`src/rtl/pcpu_run_ctrl_if.sv`:
```
// Program-load port between a host and the pcpu run controller.
// A beat transfers on any rising clock edge where ld_valid and ld_ready are both high; the master
// holds ld_addr/ld_data/ld_last stable while ld_valid waits, and ld_ready never depends on ld_valid.
interface pcpu_run_ctrl_if #(
    parameter int ADDR_W = 8,
    parameter int DATA_W = 16
);
    logic              ld_valid;
    logic              ld_ready;
    logic [ADDR_W-1:0] ld_addr;
    logic [DATA_W-1:0] ld_data;
    logic              ld_last;

    modport master (output ld_valid, ld_addr, ld_data, ld_last, input ld_ready);
    modport slave  (input ld_valid, ld_addr, ld_data, ld_last, output ld_ready);
endinterface

```
`src/rtl/pcpu_run_ctrl.sv`:
```
// Run controller for the pcpu: loads imem, pulses enable/start, watches for HALT, drains the
// pipeline and reports done, timeout, halt PC and run-cycle count.
module pcpu_run_ctrl #(
    parameter int          ADDR_W     = 8,
    parameter int          DATA_W     = 16,
    parameter int          CNT_W      = 16,
    parameter int          MAX_CYCLES = 1000,
    parameter int          DRAIN_CYC  = 4,
    parameter logic [4:0]  HALT_OP    = 5'b00001
) (
    input  logic              clock,
    input  logic              reset,
    input  logic              go,
    input  logic              abort,
    pcpu_run_ctrl_if.slave    ld,
    output logic              im_we,
    output logic [ADDR_W-1:0] im_addr,
    output logic [DATA_W-1:0] im_wdata,
    output logic              cpu_enable,
    output logic              cpu_start,
    input  logic [ADDR_W-1:0] cpu_i_addr,
    input  logic [DATA_W-1:0] cpu_i_data,
    output logic              busy,
    output logic              done,
    output logic              timeout,
    output logic [ADDR_W-1:0] halt_pc,
    output logic [CNT_W-1:0]  cycle_count,
    output logic [2:0]        dbg_state
);

    typedef enum logic [2:0] {
        S_IDLE  = 3'd0,
        S_LOAD  = 3'd1,
        S_ARM   = 3'd2,
        S_START = 3'd3,
        S_RUN   = 3'd4,
        S_DRAIN = 3'd5,
        S_DONE  = 3'd6
    } state_t;

    localparam int DRN_W = (DRAIN_CYC > 1) ? $clog2(DRAIN_CYC) : 1;
    localparam logic [DATA_W-1:0] OP_MASK  = {5'h1f, {(DATA_W-5){1'b0}}};
    localparam logic [DATA_W-1:0] OP_MATCH = {HALT_OP, {(DATA_W-5){1'b0}}};

    state_t             state;
    logic [DRN_W-1:0]   drain_cnt;
    logic               accept;
    logic               halt_hit;
    logic               limit_hit;

    assign ld.ld_ready = (state == S_LOAD);
    assign accept      = ld.ld_valid & ld.ld_ready;
    // Opcode lives in the top five bits of the fetched word.
    assign halt_hit    = ((cpu_i_data & OP_MASK) == OP_MATCH);
    assign limit_hit   = ((cycle_count + 1'b1) == CNT_W'(MAX_CYCLES));
    assign dbg_state   = state;

    always_ff @(posedge clock or negedge reset) begin
        if (!reset) begin
            state       <= S_IDLE;
            drain_cnt   <= '0;
            im_we       <= 1'b0;
            im_addr     <= '0;
            im_wdata    <= '0;
            cpu_enable  <= 1'b0;
            cpu_start   <= 1'b0;
            busy        <= 1'b0;
            done        <= 1'b0;
            timeout     <= 1'b0;
            halt_pc     <= '0;
            cycle_count <= '0;
        end else begin
            im_we     <= 1'b0;
            cpu_start <= 1'b0;
            if (abort) begin
                // Results (counters, halt_pc, timeout) survive an abort for post-mortem.
                state      <= S_IDLE;
                cpu_enable <= 1'b0;
                busy       <= 1'b0;
                done       <= 1'b0;
            end else begin
                case (state)
                    S_IDLE, S_DONE: begin
                        if (go) begin
                            state       <= S_LOAD;
                            busy        <= 1'b1;
                            done        <= 1'b0;
                            timeout     <= 1'b0;
                            halt_pc     <= '0;
                            cycle_count <= '0;
                            cpu_enable  <= 1'b0;
                        end
                    end
                    S_LOAD: begin
                        if (accept) begin
                            im_we    <= 1'b1;
                            im_addr  <= ld.ld_addr;
                            im_wdata <= ld.ld_data;
                            if (ld.ld_last) begin
                                state      <= S_ARM;
                                cpu_enable <= 1'b1;
                            end
                        end
                    end
                    S_ARM: begin
                        state     <= S_START;
                        cpu_start <= 1'b1;
                    end
                    S_START: begin
                        state <= S_RUN;
                    end
                    S_RUN: begin
                        cycle_count <= cycle_count + 1'b1;
                        // HALT takes precedence over the cycle limit in the same cycle.
                        if (halt_hit) begin
                            halt_pc   <= cpu_i_addr;
                            drain_cnt <= '0;
                            state     <= S_DRAIN;
                        end else if (limit_hit) begin
                            timeout    <= 1'b1;
                            cpu_enable <= 1'b0;
                            done       <= 1'b1;
                            busy       <= 1'b0;
                            state      <= S_DONE;
                        end
                    end
                    S_DRAIN: begin
                        if (drain_cnt == DRN_W'(DRAIN_CYC - 1)) begin
                            cpu_enable <= 1'b0;
                            done       <= 1'b1;
                            busy       <= 1'b0;
                            state      <= S_DONE;
                        end else begin
                            drain_cnt <= drain_cnt + 1'b1;
                        end
                    end
                    default: begin
                        state <= S_IDLE;
                    end
                endcase
            end
        end
    end

endmodule

```
`src/flat_wrapper.sv`:
```
// flat-port wrapper written by rule: the top's interface ports become plain ports
module pcpu_run_ctrl_flat 
#(
    parameter int          ADDR_W     = 8,
    parameter int          DATA_W     = 16,
    parameter int          CNT_W      = 16,
    parameter int          MAX_CYCLES = 1000,
    parameter int          DRAIN_CYC  = 4,
    parameter logic [4:0]  HALT_OP    = 5'b00001
)
  (clock, reset, go, abort, im_we, im_addr, im_wdata, cpu_enable, cpu_start, cpu_i_addr, cpu_i_data, busy, done, timeout, halt_pc, cycle_count, dbg_state, ld_ld_valid, ld_ld_addr, ld_ld_data, ld_ld_last, ld_ld_ready);
  pcpu_run_ctrl_if #(.ADDR_W(ADDR_W), .DATA_W(DATA_W)) ld_i ();
  input  logic clock;
  input  logic reset;
  input  logic go;
  input  logic abort;
  output logic im_we;
  output logic [ADDR_W-1:0] im_addr;
  output logic [DATA_W-1:0] im_wdata;
  output logic cpu_enable;
  output logic cpu_start;
  input  logic [ADDR_W-1:0] cpu_i_addr;
  input  logic [DATA_W-1:0] cpu_i_data;
  output logic busy;
  output logic done;
  output logic timeout;
  output logic [ADDR_W-1:0] halt_pc;
  output logic [CNT_W-1:0] cycle_count;
  output logic [2:0] dbg_state;
  input wire logic [$bits(ld_i.ld_valid)-1:0] ld_ld_valid;
  input wire logic [$bits(ld_i.ld_addr)-1:0] ld_ld_addr;
  input wire logic [$bits(ld_i.ld_data)-1:0] ld_ld_data;
  input wire logic [$bits(ld_i.ld_last)-1:0] ld_ld_last;
  output wire logic [$bits(ld_i.ld_ready)-1:0] ld_ld_ready;
  assign ld_i.ld_valid = ld_ld_valid;
  assign ld_i.ld_addr = ld_ld_addr;
  assign ld_i.ld_data = ld_ld_data;
  assign ld_i.ld_last = ld_ld_last;
  assign ld_ld_ready = ld_i.ld_ready;
  pcpu_run_ctrl #(.ADDR_W(ADDR_W), .DATA_W(DATA_W), .CNT_W(CNT_W), .MAX_CYCLES(MAX_CYCLES), .DRAIN_CYC(DRAIN_CYC), .HALT_OP(HALT_OP)) u_core (.clock(clock), .reset(reset), .go(go), .abort(abort), .ld(ld_i), .im_we(im_we), .im_addr(im_addr), .im_wdata(im_wdata), .cpu_enable(cpu_enable), .cpu_start(cpu_start), .cpu_i_addr(cpu_i_addr), .cpu_i_data(cpu_i_data), .busy(busy), .done(done), .timeout(timeout), .halt_pc(halt_pc), .cycle_count(cycle_count), .dbg_state(dbg_state));
endmodule
```
`config.mk`:
```
export PLATFORM = sky130hd
export DESIGN_NAME = pcpu_run_ctrl_flat
export DESIGN_NICKNAME = d
export VERILOG_FILES = /design/src/rtl/pcpu_run_ctrl_if.sv /design/src/rtl/pcpu_run_ctrl.sv /design/src/flat_wrapper.sv
export SDC_FILE = /design/constraint.sdc
export NUM_CORES = 1
export LEC_CHECK = 0
export CAP_MARGIN = 20
export CORE_MARGIN = 1
export CORE_UTILIZATION = 40
export DETAILED_ROUTE_END_ITERATION = 8
export GPL_TIMING_DRIVEN = 0
export PLACE_DENSITY_LB_ADDON = 0.1
export REMOVE_ABC_BUFFERS = 1
export SLEW_MARGIN = 10
export SYNTH_ARGS = -nofsm -noshare
export SYNTH_HDL_FRONTEND = slang
export SYNTH_SLANG_ARGS = --single-unit
```
`constraint.sdc`:
```
create_clock -name clock -period 2.2 [get_ports clock]
set_input_delay 0.33 -clock clock [delete_from_list [all_inputs] [get_ports clock]]
set_output_delay 0.33 -clock clock [all_outputs]
set_load 0.005 [all_outputs]
```
==> reports/metrics.csv <==
metric,value,unit
io_pins,112,
numCtsBuffers,9,
antennaDiodeCount,0,
gr-usage-met1,0.289,
cp-start-kind,flop,
dpl.cell_count,508,
syn_area,2970,µm²
cap_violations,0,
rsz0062_at_grt,yes,
gp_congestion,0.836,
setup_tns,-0.0638,ns
drtIter0Drc,94,
netlist.top_cell.by_area,dfrtp_1,
dieArea,7770,µm²
final_util,0.614,
area_growth,49.3,%
remaining_drc_errors,0,
ctsHoldBuffers,0,
critPathRequiredTime,2.45,ns
cts_tree,done,
cts_root_buf,clkbuf_8,
synth_seq_cells,59,
fin_cells,546,
drtAntennaViolNets,0,
grt_first_pass_wirelength,12700,µm
skew,0.0112,ns
slew_headroom,0.418,
critical_path.max_stage_delay,0.47,ns
avgSynthCellArea,9.10,µm²
crit_fanout,8,
leakagePower,1.91,nW
synthSimpleGateAreaFrac,0.258,
violations,setup timing,
die_w,88.1,µm
fin_crit_sh,1.03,
setup_ws,-0.0638,ns
grt-ovfl-total,0,
fin_nets,499,
cpMostUsedCell,nand4_1,
hold_ws,0.0577,ns
period_minus_slack,2.26,ns
place_ws,-0.645,ns
top_usage_layer,met2,
final_cell_mix,"clkdlybuf4s50_1 (99), nand2_1 (88), dfrtp_1 (46), o21ai_0 (23), buf_4 (22)",
io_buffers,100,
critPathCaptureType,flop,
worstMarginPinSlew,0.865,ns
async_flop_share,1.00,
antenna_found_initial,0,
power_density,736,nW/µm²
drv_slew,0,
finalHoldViolations,0,
synthesis.instances,326,
ys.warnings.count,0,
grt_max_degree,60,
synthTopCellsByArea,"dfrtp_1 (50%), nand2_1 (11%), o21ai_0 (3.9%)",
wl_per_cell,14.9,µm
htreeDepth,3,
firstDrtPassIters,5,
setup_viol,1,
grt_pass1_vias,2623,
dp_hpwl,5030,µm
cp.arrival,2.52,ns
synth_fa_ha_area_frac,0.0126,
clockBufferDepth,2,
grtUsageMet2,0.342,
synth_top_cell_area_share,0.497,
hold_path.class,in2async,
synth_enable_flop_cells,0,
track_usage,0.213,
status,"complete, but fails checks",
row_count,31,
clkLatencyLatePin,0.34,ns
drive_above_1_share,0.163,
critPathKind,reg2reg,
slowest_stage,dfrtp_1,
vias_per_cell,5.26,
synth_top_family_by_area,simple AND/OR/NAND/NOR gates,
ys_types,53,
num_vias,2873,
irDropWorstVdd,0.000308,V
grt_use_met3,0.0415,
synth_xor_area_frac,0.0118,
synth_compound_area_frac,0.175,
cts.sinks,59,
synth-main-ff-cell,dfrtp_1,
dieHeight,88.1,µm
initial_core_util,0.411,
layout_commonest_cell,clkdlybuf4s50_1,
clkTransAtPathRegs,0.07,ns
postRouteWirelength,8150,µm
core_area,7210,µm²
synth.area.mux_share,0.00759,
max_freq,442,MHz
ys_seq_area_frac,0.497,
cp_cell_sequence,"nand4_1, or3_1, xnor2_1, nand4_1, or4_1, a21oi_1",
final timing paths:
path,from,to,slack (ns),depth (start not counted)
max reg2reg,u_core.cycle_count[7]$_DFFE_PN0P_,u_core.timeout$_DFFE_PN0P_,-0.06,6
min in group clock,u_core.im_wdata[9]$_DFFE_PN0P_,u_core.im_wdata[9]$_DFFE_PN0P_,0.47,2
min reg2reg,u_core.im_wdata[9]$_DFFE_PN0P_,u_core.im_wdata[9]$_DFFE_PN0P_,0.47,2
min,reset,u_core.im_wdata[3]$_DFFE_PN0P_,0.06,1
max in group asynchronous,reset,u_core.cycle_count[5]$_DFFE_PN0P_,1.60,1
max,u_core.cycle_count[7]$_DFFE_PN0P_,u_core.timeout$_DFFE_PN0P_,-0.06,6
routing by layer:
| metal | up-vias | routed length (µm) | share of wire |
|---|---|---|---|
| li1 | 1391 | - | - |
| met1 | 1367 | 3760 | 0.46 |
| met2 | 105 | 3800 | 0.47 |
| met3 | 10 | 509 | 0.062 |
| met4 | 0 | 78 | 0.0096 |
| met5 | - | 0 | 0 |
Yosys cell counts, types with 4 or more instances:
cell	n
a22o_1	12
nand2_1	88
inv_1	4
nand4_1	7
nand3_1	4
nor2_1	19
clkbuf_1	11
nor4_1	6
o21ai_0	23
a21oi_1	13
xnor2_1	4
nor3_1	9
dfrtp_1	59
o31ai_1	7
report_power, final:
group | internal [W] | total (W) | leakage, nW | switching, W
combinational | 0.000542 | 0.000874 | 1.05 | 0.000332
clock | 0.000548 | 0.000988 | 0.0991 | 0.000439
sequential | 0.00129 | 0.00140 | 0.764 | 0.000109
logic make-up (layout without fill, tap and decap cells):
kind of cell | count (synthesis) | in the layout
compound gates | 76 | 76
xor+xnor | 4 | 4
fa+ha+maj | 3 | 3
buf+inv | 22 | 142
flops | 59 | 59
mux | 2 | 2
simple gates | 160 | 161
layout make-up:
class | instances | area (µm²)
sequential | 59 | 1490
inverter | 5 | 21.3
tap | 99 | 124
multi-input combinational | 246 | 1440
clock buffer | 11 | 141
clock inverter | 5 | 52.6
fill | 646 | 2780
timing repair buffer | 121 | 1160
state kept, by name, indices dropped and copies added (netlist names), 2 cells and up:
name                count
u_core.cycle_count     16
u_core.im_wdata        16
u_core.halt_pc          8
u_core.im_addr          8
u_core.dbg_state        3
u_core.drain_cnt        2
stage by stage:
stage / cell area (µm²) / power, W
CTS: 4370 / 0.00330
floorplan: 2870 / 0.00167
detailed placement: 4000 / 0.00226
finish: 4430 / 0.00326
global route: 4430 / 0.00346
global placement: 4000 / 0.00224
repair_timing:
item                                    CTS  global route
gates cloned                              1             0
setup buffers                            15             6
endpoints found under the setup margin   42            14
pin swaps                                 3             3
gates resized for setup                  21             5
critical path: cells and delay by family (launching register included):
kind / cells / cell delay [ns]
AO/OA/AOI/OAI: 1 / 0.16
AND/OR/NAND/NOR: 4 / 1.36
flip-flops: 1 / 0.47
XOR/XNOR: 1 / 0.20
Power figures use the tool's default switching activity.
